<file path="config.mk">
export PLATFORM = sky130hd
export DESIGN_NAME = stack_cpu_controller
export DESIGN_NICKNAME = d
export VERILOG_FILES = /design/src/rtl/stack_cpu_controller.sv
export SDC_FILE = /design/constraint.sdc
export NUM_CORES = 1
export LEC_CHECK = 0
export ABC_CLOCK_PERIOD_IN_PS = 2830
export CAP_MARGIN = 20
export CORE_UTILIZATION = 25
export DETAILED_ROUTE_END_ITERATION = 8
export PLACE_DENSITY_LB_ADDON = 0.25
export SYNTH_ARGS = -nofsm -noshare
export SYNTH_HDL_FRONTEND = slang
export SYNTH_SLANG_ARGS = --single-unit
</file>
<file path="constraint.sdc">
create_clock -name clk -period 2.83 [get_ports clk]
set_clock_uncertainty 0.2 [all_clocks]
set_input_delay 0.849 -clock clk [delete_from_list [all_inputs] [get_ports clk]]
set_output_delay 0.849 -clock clk [all_outputs]
set_load 0.005 [all_outputs]
</file>
<file path="src/rtl/stack_cpu_controller.sv">
// Multi-cycle Moore control unit for the stack CPU: one state per cycle, strobes decoded from state.
// Optional occupancy guard enabled by defining STACK_GUARD_EN (default build: no guard, fault tied 0).
module stack_cpu_controller #(
  parameter int STACK_DEPTH = 8,
  parameter int DEPTH_W     = 4
) (
  input  logic       clk,
  input  logic       rst,
  input  logic [2:0] OPC,
  output logic       push,
  output logic       pop,
  output logic       tos,
  output logic       PCWrite,
  output logic       PCWriteCond,
  output logic       Mem_sel,
  output logic       WE,
  output logic       RE,
  output logic       en_IR,
  output logic       en_A,
  output logic       en_B,
  output logic       Stack_sel,
  output logic       ALU_selA,
  output logic       ALU_selB,
  output logic       PC_MUX_sel,
  output logic [1:0] ALU_OPC,
  output logic       instr_done,
  output logic       fault,
  output logic [3:0] state_dbg
);

  typedef enum logic [3:0] {
    S_IF      = 4'd0,
    S_ID      = 4'd1,
    S_POP1    = 4'd2,
    S_LDA     = 4'd3,
    S_POP2    = 4'd4,
    S_LDB     = 4'd5,
    S_EX      = 4'd6,
    S_WB      = 4'd7,
    S_PUSH_RD = 4'd8,
    S_PUSH_WB = 4'd9,
    S_POP_WR  = 4'd10,
    S_JMP     = 4'd11,
    S_JZ_TOS  = 4'd12,
    S_JZ_BR   = 4'd13,
    S_UNUSED  = 4'd14,
    S_FAULT   = 4'd15
  } state_t;

  if ((2 ** DEPTH_W) <= STACK_DEPTH) begin : g_depth_check
    $error("DEPTH_W too narrow for STACK_DEPTH");
  end

  state_t state_q, state_d;
  logic   guard_ok;

  always_ff @(posedge clk or negedge rst) begin
    if (!rst) state_q <= S_IF;
    else      state_q <= state_d;
  end

`ifdef STACK_GUARD_EN
  logic [DEPTH_W-1:0] occ_q, occ_d;

  // Counter tracks the gated strobes, so an aborted instruction leaves no trace.
  always_comb begin
    occ_d = occ_q + DEPTH_W'(push) - DEPTH_W'(pop);
  end

  always_ff @(posedge clk or negedge rst) begin
    if (!rst) occ_q <= '0;
    else      occ_q <= occ_d;
  end

  always_comb begin
    guard_ok = 1'b1;
    case (OPC)
      3'b000, 3'b001, 3'b010: guard_ok = (occ_q >= DEPTH_W'(2));
      3'b011, 3'b101, 3'b111: guard_ok = (occ_q >= DEPTH_W'(1));
      3'b100:                 guard_ok = (occ_q < DEPTH_W'(STACK_DEPTH));
      default:                guard_ok = 1'b1;
    endcase
  end

  assign fault = (state_q == S_FAULT);
`else
  assign guard_ok = 1'b1;
  assign fault    = 1'b0;
`endif

  always_comb begin
    state_d = state_q;
    case (state_q)
      S_IF: state_d = S_ID;
      S_ID: begin
        if (!guard_ok) begin
          state_d = S_FAULT;
        end else begin
          case (OPC)
            3'b100:  state_d = S_PUSH_RD;
            3'b110:  state_d = S_JMP;
            3'b111:  state_d = S_JZ_TOS;
            default: state_d = S_POP1;
          endcase
        end
      end
      S_POP1, S_JZ_TOS: state_d = S_LDA;
      S_LDA: begin
        case (OPC)
          3'b000, 3'b001, 3'b010: state_d = S_POP2;
          3'b011:                 state_d = S_EX;
          3'b101:                 state_d = S_POP_WR;
          3'b111:                 state_d = S_JZ_BR;
          default:                state_d = S_IF;
        endcase
      end
      S_POP2:    state_d = S_LDB;
      S_LDB:     state_d = S_EX;
      S_EX:      state_d = S_WB;
      S_PUSH_RD: state_d = S_PUSH_WB;
      S_WB, S_PUSH_WB, S_POP_WR, S_JMP, S_JZ_BR: state_d = S_IF;
      S_FAULT:   state_d = S_FAULT;
      default:   state_d = S_IF;
    endcase
  end

  // Strobes are gated by rst so nothing leaks out while reset is held (state is IF then).
  always_comb begin
    push        = 1'b0;
    pop         = 1'b0;
    tos         = 1'b0;
    PCWrite     = 1'b0;
    PCWriteCond = 1'b0;
    Mem_sel     = 1'b0;
    WE          = 1'b0;
    RE          = 1'b0;
    en_IR       = 1'b0;
    en_A        = 1'b0;
    en_B        = 1'b0;
    Stack_sel   = 1'b0;
    ALU_selA    = 1'b0;
    ALU_selB    = 1'b0;
    PC_MUX_sel  = 1'b0;
    ALU_OPC     = 2'b00;
    instr_done  = 1'b0;
    if (rst) begin
      case (state_q)
        S_IF: begin
          RE       = 1'b1;
          en_IR    = 1'b1;
          ALU_selB = 1'b1;
          PCWrite  = 1'b1;
        end
        S_POP1, S_POP2: pop = 1'b1;
        S_JZ_TOS:       tos = 1'b1;
        S_LDA:          en_A = 1'b1;
        S_LDB:          en_B = 1'b1;
        S_EX: begin
          ALU_selA = 1'b1;
          ALU_OPC  = OPC[1:0];
        end
        S_WB: begin
          push       = 1'b1;
          instr_done = 1'b1;
        end
        S_PUSH_RD: begin
          Mem_sel = 1'b1;
          RE      = 1'b1;
        end
        S_PUSH_WB: begin
          Stack_sel  = 1'b1;
          push       = 1'b1;
          instr_done = 1'b1;
        end
        S_POP_WR: begin
          Mem_sel    = 1'b1;
          WE         = 1'b1;
          instr_done = 1'b1;
        end
        S_JMP: begin
          PC_MUX_sel = 1'b1;
          PCWrite    = 1'b1;
          instr_done = 1'b1;
        end
        S_JZ_BR: begin
          PC_MUX_sel  = 1'b1;
          PCWriteCond = 1'b1;
          instr_done  = 1'b1;
        end
        default: ;
      endcase
    end
  end

  assign state_dbg = state_q;

endmodule

</file>
# Yosys cells after proc, flatten, opt, wreduce, memory -nomap -nowiden
# Cells that the tools add are included.
[op_classes]
muxes = 35
n_eq_ne = 21
n_reduce_logical = 11
[ops]
columns = ["cell", "count"]
rows = [
  ["$pmux 4 s9", 1],
  ["$mux 1", 30],
  ["$eq 4x4->1 const B", 7],
  ["$eq 4x3->1 const B", 4],
  ["$pmux 4 s4", 1],
  ["$reduce_or 2->1", 7],
  ["$eq 3x3->1 const B", 4],
  ["$pmux 4 s3", 1],
  ["$eq 4x2->1 const B", 2],
  ["$eq 3x2->1 const B", 2],
  ["$reduce_or 5->1", 1],
  ["$eq 4x1->1 const B", 1],
  ["$logic_not 4->1", 1],
  ["$mux 2", 2],
  ["$eq 3x1->1 const B", 1],
  ["$logic_not 3->1", 1],
  ["$reduce_or 3->1", 1],
]
[totals]
out_inout_bits = 23
reg_bits = 4

# Depth between registers and ports, before layout
# Gate-level depths: netlist of run 1.
[depth]
word_depth = 4
mapped_depth = 5
ltp_nobuf = 3

# Worst setup path after synthesis of run 1
# No wires, ideal clock.
[synth_timing]
kind = "input port to output port"
from = "input rst"
to = "output en_IR"
path_stages = 3
path_buffers = 1
slack_ns = 0.388
t_arrival_ns = 1.393
path_cell_list = "nand2b_4 > nor4_1 > buf_4"
[synth_between]
elab_chain_len = 1
[synth_lines]
columns = ["item", "line", "source"]
rows = [
  ["start: declaration", "8", "input logic rst,"],
  ["$mux 1", "n/a", ""],
  ["end: declaration", "18", "output logic en_IR,"],
]
# No other way between the ends.

# Worst setup path after layout of run 1
[layout_timing]
from = "input rst"
to = "output ALU_OPC[0]"
[layout_between]
elab_chain_len = 1
[layout_lines]
columns = ["item", "line", "source"]
rows = [
  ["$mux 2", "146", "if (rst) begin"],
  ["end: declaration", "25", "output logic [1:0] ALU_OPC,"],
]
# No other way between the ends.

==> metrics.md, run 1 <==
| Metric | Value |
|---|---|
| Final wirelength | `1.45 mm` |
| Syn Inst Count | `73` |
| Worst hold slack | `466 ps` |
| Maximum VDD drop | `0.351 mV` |
| Worst path arrival time | `1680 ps` |
| Ant diodes | `0` |
| Crit start category | `input pin` |
| Initial DRT Pass Iterations | `4` |
| Buffers on Ports | `26` |
| Gr ovfl total | `0` |
| Asr flop ratio synth | `100%` |
| Routed Antenna Nets | `0` |
| Final hold violation count | `0` |
| Comb power frac | `71.9%` |
| Largest net degree at the start of global routing | `10` |
| Vias | `638` |
| Post-detail-place hpwl | `1.14 mm` |
| Clk buf depth | `2` |
| Die height | `49.1 um` |
| Gpl congestion | `0.864` |
| Core Util, Final | `46.2%` |
| Commonest non-fill, non-tap cell in the layout | `dlygate4sd2_1` |
| CTS tree | `yes` |
| Synth warnings | `0` |
| RR Startpoint | `state_dbg[2]` |
| Max-cap violation count | `0` |
| Via density | `4.69` |
| Fin cells | `136` |
| Pre-CTS WS | `-610 ps` |
| Net switching power | `0.349 mW` |
| Synth Flop Type | `dfrtp_1` |
| Worst min path class | `in2async` |
| Final setup margin | `104 ps` |
| Boundary Pins | `28` |
| Reg2reg end | `state_dbg[1]` |
| LEAKAGE | `0.482 nW` |
| Switching part of the total | `42.8%` |
| H-tree depth | `1` |
| CP Max Fanout | `4` |
| Post-synthesis sequential area ratio | `18.0%` |
| Max Freq | `367 MHz` |
| Status | `finished, final reports clean` |
| Routed WL per cell | `10.6 um` |
| Sequential Power Share | `19.4%` |
| Slew Viols, Final | `0` |
| Syn Nets | `78` |
| Cells after DPL | `133` |
| RSZ-0062 raised after global routing | `false` |
| Final Cell Area | `935 sq um` |
| Max reg flops | `4` |
| Clk network pwr share | `8.7%` |
| Clock-pin transition on the worst setup and hold timing paths | `40 ps` |
| Synth Register Bits | `4` |
| Critical Path End | `ALU_OPC[0]` |
| Clk sinks | `4` |
| Post-route minimum period | `2730 ps` |
| Site Rows | `16` |
| Avg Cell Area, Syn | `7.61 sq um` |
| WS Path Type | `in2out` |
| Initial cell density of the core | `27.5%` |
| # nets final | `116` |
| DRC Markers | `0` |
| Vias in the first global route | `540` |
| Share of post-route cells with drive strength above 1 | `29.4%` |
| Total global-route track usage | `12.2%` |
| CTS Root Cell | `clkbuf_4` |
| Post-synth EDFFs | `0` |
| Core area | `2020 sq um` |
| Worst setup EP type | `output pin` |
| Setup-failing EPs final | `0` |
| Cell Area, Synth | `556 sq um` |
| Post-route clock period utilization | `96.3%` |
| First-pass GRT wire length | `2.34 mm` |
| CTS buffer count | `3` |
| Initial antenna violation count | `0` |
| Worst-Skew Late Latency | `230 ps` |
| Cell-internal power | `0.467 mW` |
| Initial DRC Count | `19` |
| Die X-Extent | `49.1 um` |
| Crit path from | `rst` |
| Die Area | `2410 sq um` |
| R2r worst-path depth | `4` |
| PwrDens | `874 nW/um^2` |
| CP required | `1780 ps` |
| Area Growth Syn to Fin | `68.2%` |
| Setup Fix Bufs, Post-CTS | `0` |
| Most frequent cells in the layout | `dlygate4sd2_1 (14), buf_4 (13), nand2_1 (7), clkdlybuf4s50_1 (7)` |
| Register-to-register setup slack | `1190 ps` |
| Placed inst area | `901 sq um` |
| Count of cell types in the netlist | `34` |
-- worst min-delay path by stage --
stage,from,to,slack (ps)
2_1_floorplan,rst,state_dbg[0],350
3_3_place_gp,state_dbg[0],state_dbg[2],580
3_5_place_dp,state_dbg[0],state_dbg[2],580
4_1_cts,rst,state_dbg[0],490
5_1_grt,rst,state_dbg[3],480
6_report,rst,state_dbg[0],470
-- worst max-delay path: stages --
cell           delay [ps]
buf_2                 120
nand2b_4               80
nor4b_4               240
and2_1                160
dlygate4sd2_1         230
-- layout make-up --
type,instances,area [sq um]
Clock buffer,3,22.5
Fill cell,211,1090
Inverter,2,7.51
Multi-Input combinational cell,60,410
Sequential cell,4,105
Tap cell,27,33.8
Timing Repair Buffer,40,355
-- synthesized netlist by cell type, types with 2 or more instances --
| cell | n | share of area (%) |
|---|---|---|
| and3_1 | 3 | 3.4 |
| inv_2 | 2 | 1.4 |
| dfrtp_1 | 4 | 18 |
| nor3b_1 | 3 | 4.1 |
| nor2b_1 | 3 | 3.4 |
| o21ai_0 | 3 | 2.7 |
| nand3_1 | 3 | 2.7 |
| and2_1 | 3 | 3.4 |
| nor3_1 | 6 | 5.4 |
| nand2_1 | 7 | 4.7 |
| nor2_1 | 6 | 4.1 |
| buf_4 | 5 | 6.8 |
| xnor2_1 | 4 | 6.3 |
-- power by group through the flow --
stage	registers [mW]	clock network [mW]	logic [mW]
6_report	0.158	0.0711	0.587
3_5_place_dp	0.150	0	0.605
3_3_place_gp	0.151	0	0.601
4_1_cts	0.157	0.0740	0.588
5_1_grt	0.168	0.0766	0.642
2_1_floorplan	0.130	0	0.374
-- kinds of logic (layout without fill, tap and decap cells) --
logic type | count (synthesis) | count (layout) | synth area share, %
xor gates and xnor gates | 4 | 4 | 6.31
AOI/OAI and AO/OA | 12 | 12 | 15.3
and+or+nand+nor | 42 | 42 | 46.6
muxes | 1 | 1 | 2.03
other | 1 | 1 | 0.675
DFF | 4 | 4 | 18.0
buffers and inverters | 9 | 45 | 11.0
-- layer usage --
metal / vias to the layer above / wire [um] / track usage, %
met5: - / 0 / 0
met4: 0 / 8 / 4.41
met3: 2 / 77 / 1.87
met2: 22 / 647 / 18.3
met1: 283 / 715 / 17.3
li1: 331 / - / -
-- through the flow --
| stage | TNS, ps | power (mW) |
|---|---|---|
| floorplan | 0 | 0.505 |
| global placement | -9060 | 0.752 |
| detailed placement | -9140 | 0.755 |
| CTS | -8.89 | 0.819 |
| global route | 0 | 0.887 |
| finish | 0 | 0.817 |
-- repair_timing --
action | 4_1_cts | 5_1_grt
pin swaps | 3 | 1
hold buffers | 0 | 0
resized for setup | 27 | 6
endpoints found under the hold margin | 0 | 0
setup endpoints to repair | 18 | 4
(Power assumes the default switching activity.)
==> run 2, diff against run 1 <==
Settings changed: ABC_CLOCK_PERIOD_IN_PS 2830 to default, SETUP_SLACK_MARGIN from default to 0.02.
==> run 2 against run 1 <==
Net effect:
- core utilization fell by 0.19 points
- wire length did not move
- maximum frequency stayed put
- worst hold slack unchanged
- highest routed layer unchanged
- largest power group unchanged
- worst setup slack stayed put
==> metrics.md, run 2 (same netlist as run 1, synthesis figures left out) <==
| Metric | Value |
|---|---|
| Crit start category | `input pin` |
| Register area | `105 sq um (unchanged)` |
| Worst hold slack | `466 ps (unchanged)` |
| First-pass GRT wire length | `2.34 mm (unchanged)` |
| Clk network pwr share | `8.7% (about the same)` |
| Clk buf depth | `2 (unchanged)` |
| Most frequent cells in the layout | `dlygate4sd2_1 (15), buf_4 (13), nand2_1 (7), clkdlybuf4s50_1 (7)` |
| CP max-delay cell | `nor4b_4` |
| Final wirelength | `1.45 mm (unchanged)` |
| Max reg flops | `4 (unchanged)` |
| CP Max Fanout | `4 (unchanged)` |
| Largest delay share family, worst path | `simple AND/OR/NAND/NOR gates` |
| Crit path from | `rst` |
| Commonest non-fill, non-tap cell in the layout | `dlygate4sd2_1` |
| Worst setup EP type | `output pin` |
| Instance count on the critical path | `5 (unchanged)` |
| Setup-failing EPs final | `0 (unchanged)` |
| Ant diodes | `0 (unchanged)` |
| Comb power frac | `71.9% (about the same)` |
| CTS Hold Bufs | `0 (unchanged)` |
| Die height | `49.1 um (unchanged)` |
| Vias in the first global route | `540 (unchanged)` |
| CTS tree | `yes` |
| Via density | `4.69 (unchanged)` |
| Reg2reg end | `state_dbg[1]` |
| CTS Root Cell | `clkbuf_4` |
| R2r worst-path depth | `4 (unchanged)` |
| Placed inst area | `901 sq um (unchanged)` |
| Setup Fix Bufs, Post-CTS | `0 (unchanged)` |
| Share of post-route cells with drive strength above 1 | `29.4% (unchanged)` |
| Max-cap violation count | `0 (unchanged)` |
| Routed WL per cell | `10.6 um (unchanged)` |
| Cell-internal power | `0.467 mW (about the same)` |
| Worst-Skew Late Latency | `230 ps (about the same)` |
| Gpl congestion | `0.864 (unchanged)` |
| Critical Path End | `ALU_OPC[0]` |
| Status | `finished, final reports clean` |
| Buffers on Ports | `26 (unchanged)` |
| Sequential Power Share | `19.4% (about the same)` |
| Crit-path max cell delay | `240 ps (about the same)` |
| Initial DRT Pass Iterations | `4 (unchanged)` |
| CP required | `1780 ps (about the same)` |
| RSZ-0062 raised after global routing | `false` |
| Initial DRC Count | `19 (unchanged)` |
| Final Cell Area | `931 sq um (-0.40%)` |
| Post-detail-place hpwl | `1.14 mm (unchanged)` |
| PwrDens | `877 nW/um^2 (+0.38%)` |
| Largest net degree at the start of global routing | `10 (unchanged)` |
| Maximum VDD drop | `0.351 mV (about the same)` |
| CTS buffer count | `3 (unchanged)` |
| Die Area | `2410 sq um (unchanged)` |
| Slew Viols, Final | `0 (unchanged)` |
| Register-to-register setup slack | `1190 ps (about the same)` |
| Area Growth Syn to Fin | `67.6%` |
| Site Rows | `16 (unchanged)` |
| LEAKAGE | `0.468 nW (-2.9%)` |
| Boundary Pins | `28 (unchanged)` |
| Fill cell count | `211 (unchanged)` |
| Initial cell density of the core | `27.5% (unchanged)` |
| Total global-route track usage | `12.2% (unchanged)` |
| WS Path Type | `in2out` |
| DRC Markers | `0 (unchanged)` |
| Post-route clock period utilization | `96.3% (unchanged)` |
| Core area | `2020 sq um (unchanged)` |
| # nets final | `116 (unchanged)` |
| Initial antenna violation count | `0 (unchanged)` |
| Switching part of the total | `42.8% (about the same)` |
| H-tree depth | `1 (unchanged)` |
| Clk sinks | `4 (unchanged)` |
| Clock-pin transition on the worst setup and hold timing paths | `40 ps (about the same)` |
| Vias | `638 (unchanged)` |
| CP Cell Sequence | `buf_2 -> nand2b_4 -> nor4b_4 -> and2_1 -> dlygate4sd2_1` |
| Max Freq | `367 MHz (unchanged)` |
| Setup TNS | `0 ps (unchanged)` |
| Net switching power | `0.349 mW (about the same)` |
| Worst min path class | `in2async` |
| Worst path arrival time | `1680 ps (about the same)` |
| Die X-Extent | `49.1 um (unchanged)` |
| Gr ovfl total | `0 (unchanged)` |
| Final hold violation count | `0 (unchanged)` |
| Post-route minimum period | `2730 ps (unchanged)` |
| Routed Antenna Nets | `0 (unchanged)` |
| Worst path bufs/invs | `2 (unchanged)` |
| Multi-input gate area | `410 sq um (unchanged)` |
| RR Startpoint | `state_dbg[2]` |
[run 2: worst min path at each step]
| stage | start | to | slack, ps | cells past startpoint |
|---|---|---|---|---|
| after floorplan | rst | state_dbg[0] | 350 | 0 |
| after global placement | state_dbg[0] | state_dbg[2] | 580 | 3 |
| after detailed placement | state_dbg[0] | state_dbg[2] | 580 | 3 |
| after CTS | rst | state_dbg[0] | 490 | 3 |
| after global routing | rst | state_dbg[3] | 480 | 3 |
| final | rst | state_dbg[0] | 470 | 3 |
[run 2: power by group through the flow]
stage / logic, mW / clock network (mW) / registers [mW]
final: 0.587 / 0.0711 / 0.158
after global routing: 0.641 / 0.0766 / 0.168
after CTS: 0.588 / 0.0740 / 0.157
after detailed placement: 0.605 / 0 / 0.150
after global placement: 0.601 / 0 / 0.151
after floorplan: 0.374 / 0 / 0.130
[run 2: per-layer routing]
metal / vias up / share of wire (%) / GRT usage, % / routed length (um)
li1: 331 / - / - / -
met1: 283 / 49 / 17.3 / 713
met2: 22 / 45 / 18.3 / 648
met3: 2 / 5.3 / 1.87 / 77
met4: 0 / 0.55 / 4.41 / 8
met5: - / 0 / 0 / 0
[run 2: timing repair]
item,CTS,global route
endpoints found under the setup margin,18,4
gates resized for setup,28,5
pin swaps,3,1
[run 2: stage by stage]
step                      worst slack, ps  total power [mW]  util (%)  std cells
final                                 104             0.817      46.0        136
after global routing                 40.2             0.886      46.0        136
after CTS                           -8.89             0.819      45.3        136
after detailed placement             -610             0.755      44.6        133
after global placement               -590             0.752      44.6        133
after floorplan                       388             0.505         -         73
[run 2: final cells by class]
class | instances | area share (%)
multi-input combinational | 60 | 44.1
timing repair buffer | 40 | 37.8
sequential | 4 | 11.3
tap | 27 | 3.63
clock buffer | 3 | 2.42
inverter | 2 | 0.806
[run 2: worst register-to-register path, cell delays in order, from the launching register on]
cell and delay, ps:
dfrtp_2 470, buf_4 180, buf_4 150, o311ai_0 340, a32o_1 230
==> run 3, diff against run 2 <==
Settings changed: CORE_MARGIN from default to 4, CTS_BUF_LIST from default to sky130_fd_sc_hd__clkbuf_4.
==> run 3 against run 2 <==
Net effect:
- via count shrank 0.16%
- die area grew 26%
- sequential cell count is the same
- largest power group unchanged
- worst setup slack lost 41 ps
- clock power shrank 0.6%
- non-clock buffer count grew 4
==> metrics.md, run 3 (same netlist as run 1, synthesis figures left out) <==
| Metric | Value |
|---|---|
| Status | `finished, final reports clean` |
| Total global-route track usage | `12.5% (+0.37 points)` |
| Post-route clock period utilization | `97.8% (+1.5 points)` |
| LEAKAGE | `0.456 nW (-2.6%)` |
| Largest net degree at the start of global routing | `13 (+3)` |
| CTS Root Cell | `clkbuf_4` |
| Site Rows | `16 (unchanged)` |
| Share of post-route cells with drive strength above 1 | `32.7% (+3.4 points)` |
| Boundary Pins | `28 (unchanged)` |
| Placed inst area | `893 sq um (-0.83%)` |
| Max-cap violation count | `0 (unchanged)` |
| Max Freq | `361 MHz (-1.5%)` |
| Global routing's busiest layer | `met2` |
| H-tree depth | `1 (unchanged)` |
| Initial cell density of the core | `27.2% (-0.27 points)` |
| Max reg flops | `4 (unchanged)` |
| Post-route minimum period | `2770 ps (+41.1 ps)` |
| Area Growth Syn to Fin | `70.0%` |
| Worst setup EP type | `output pin` |
| Clk buf depth | `2 (unchanged)` |
| Clk sinks | `4 (unchanged)` |
| Worst min path class | `in2async` |
| Die X-Extent | `55.1 um (+12%)` |
| Met2 Usage GRT | `19.5% (+1.2 points)` |
| CP required | `1780 ps (about the same)` |
| Post-detail-place hpwl | `1.25 mm (+9.9%)` |
| DRC Markers | `0 (unchanged)` |
| Buffers on Ports | `26 (unchanged)` |
| Final Cell Area | `945 sq um (+1.5%)` |
| Gr ovfl total | `0 (unchanged)` |
| Setup-failing EPs final | `0 (unchanged)` |
| CP Cell Sequence | `buf_4 -> buf_6 -> and3_1 -> clkdlybuf4s50_1` |
| RSZ-0062 raised after global routing | `true` |
| CP Max Fanout | `10 (+6)` |
| Commonest non-fill, non-tap cell in the layout | `buf_4` |
| Crit-path max cell delay | `500 ps (+260 ps)` |
| Maximum VDD drop | `0.350 mV (-0.27%)` |
| Routed Antenna Nets | `0 (unchanged)` |
| CTS Hold Bufs | `0 (unchanged)` |
| Initial antenna violation count | `0 (unchanged)` |
| Routed WL per cell | `11.4 um (+7.2%)` |
| Slew Viols, Final | `0 (unchanged)` |
| Vias in the first global route | `631 (+17%)` |
| Die height | `55.1 um (+12%)` |
| Worst path arrival time | `1720 ps (+40 ps)` |
| CTS buffer count | `3 (unchanged)` |
| CTS tree | `yes` |
| # nets final | `120 (+3.4%)` |
| Most frequent cells in the layout | `buf_4 (18), dlygate4sd2_1 (15), clkdlybuf4s50_1 (8)` |
| Ant diodes | `0 (unchanged)` |
| Grt met3 use | `2.95% (+1.1 points)` |
| Crit start category | `input pin` |
| Core area | `2040 sq um (+0.99%)` |
| Via density | `4.55 (-3.0%)` |
| GR Util met1 | `16.2% (-1.1 points)` |
| Final hold violation count | `0 (unchanged)` |
| Initial DRC Count | `13 (-6)` |
| Die Area | `3040 sq um (+26%)` |
| Vias | `637 (-0.16%)` |
| Final wirelength | `1.60 mm (+10%)` |
| PwrDens | `896 nW/um^2 (+2.1%)` |
| Initial DRT Pass Iterations | `4 (unchanged)` |
| WS Path Type | `in2out` |
| Clock-pin transition on the worst setup and hold timing paths | `40 ps (about the same)` |
| Power, Total | `0.846 mW (+3.6%)` |
| CP max-delay cell | `clkdlybuf4s50_1` |
| Gpl congestion | `0.815 (-5.8%)` |
| Worst-Skew Late Latency | `230 ps (about the same)` |
| First-pass GRT wire length | `2.70 mm (+15%)` |
==> run 3: cell count changes in the layout (fill, tap and decap cells not counted), sizes merged <==
cell	change
dlymetal6s2s	-2
clkdlybuf4s50	+1
clkdlybuf4s15	-1
buf	+6
==> run 3: critical path, delay by kind of cell <==
kind,cells,cell delay (ps)
buffers and inverters,3,730
AND/OR/NAND/NOR,1,140
==> run 3: path summary, 6_finish.rpt <==
path	start	cells after the start	end	slack, ps
worst max-delay path	rst	4	en_B	60
worst min-delay path	rst	2	state_dbg[0]	320
worst max register to register	state_dbg[2]	4	state_dbg[1]	1250
worst min register to register	state_dbg[0]	3	state_dbg[2]	530
max in group asynchronous	rst	2	state_dbg[3]	1990
min in group clk	state_dbg[0]	3	state_dbg[2]	530
==> run 3: stage by stage <==
stage | instances | hold slack (ps) | TNS [ps] | setup WS (ps) | util (%)
floorplan | 73 | 353 | 0 | 388 | -
global placement | 132 | 588 | -9210 | -587 | 43.8
detailed placement | 132 | 585 | -9410 | -629 | 43.8
CTS | 137 | 319 | 0 | 47.1 | 45.0
global route | 140 | 328 | 0 | 15.5 | 46.3
finish | 140 | 319 | 0 | 63.2 | 46.3
==> run 3: what timing repair did <==
action	in CTS	in global routing
setup endpoints to repair	18	2
buffers inserted	2	3
pin swaps	3	1
gates resized for setup	35	1
==> run 3: metal layers <==
metal / up-vias / wire [um]
li1: 335 / -
met1: 284 / 696
met2: 16 / 815
met3: 2 / 67
met4: 0 / 19
met5: - / 0
==> run 3: area by class of cell <==
class	count	area (sq um)
sequential	4	105
clock buffer	3	22.5
tap	27	33.8
multi-input combinational	60	408
fill	229	1100
inverter	2	7.51
timing repair buffer	44	368
==> run 3: report_power, final <==
group / switching (mW) / total [mW] / internal, mW
combinational: 0.262 / 0.614 / 0.352
clock: 0.0232 / 0.0707 / 0.0474
sequential: 0.0703 / 0.162 / 0.0916
total: 0.356 / 0.846 / 0.491
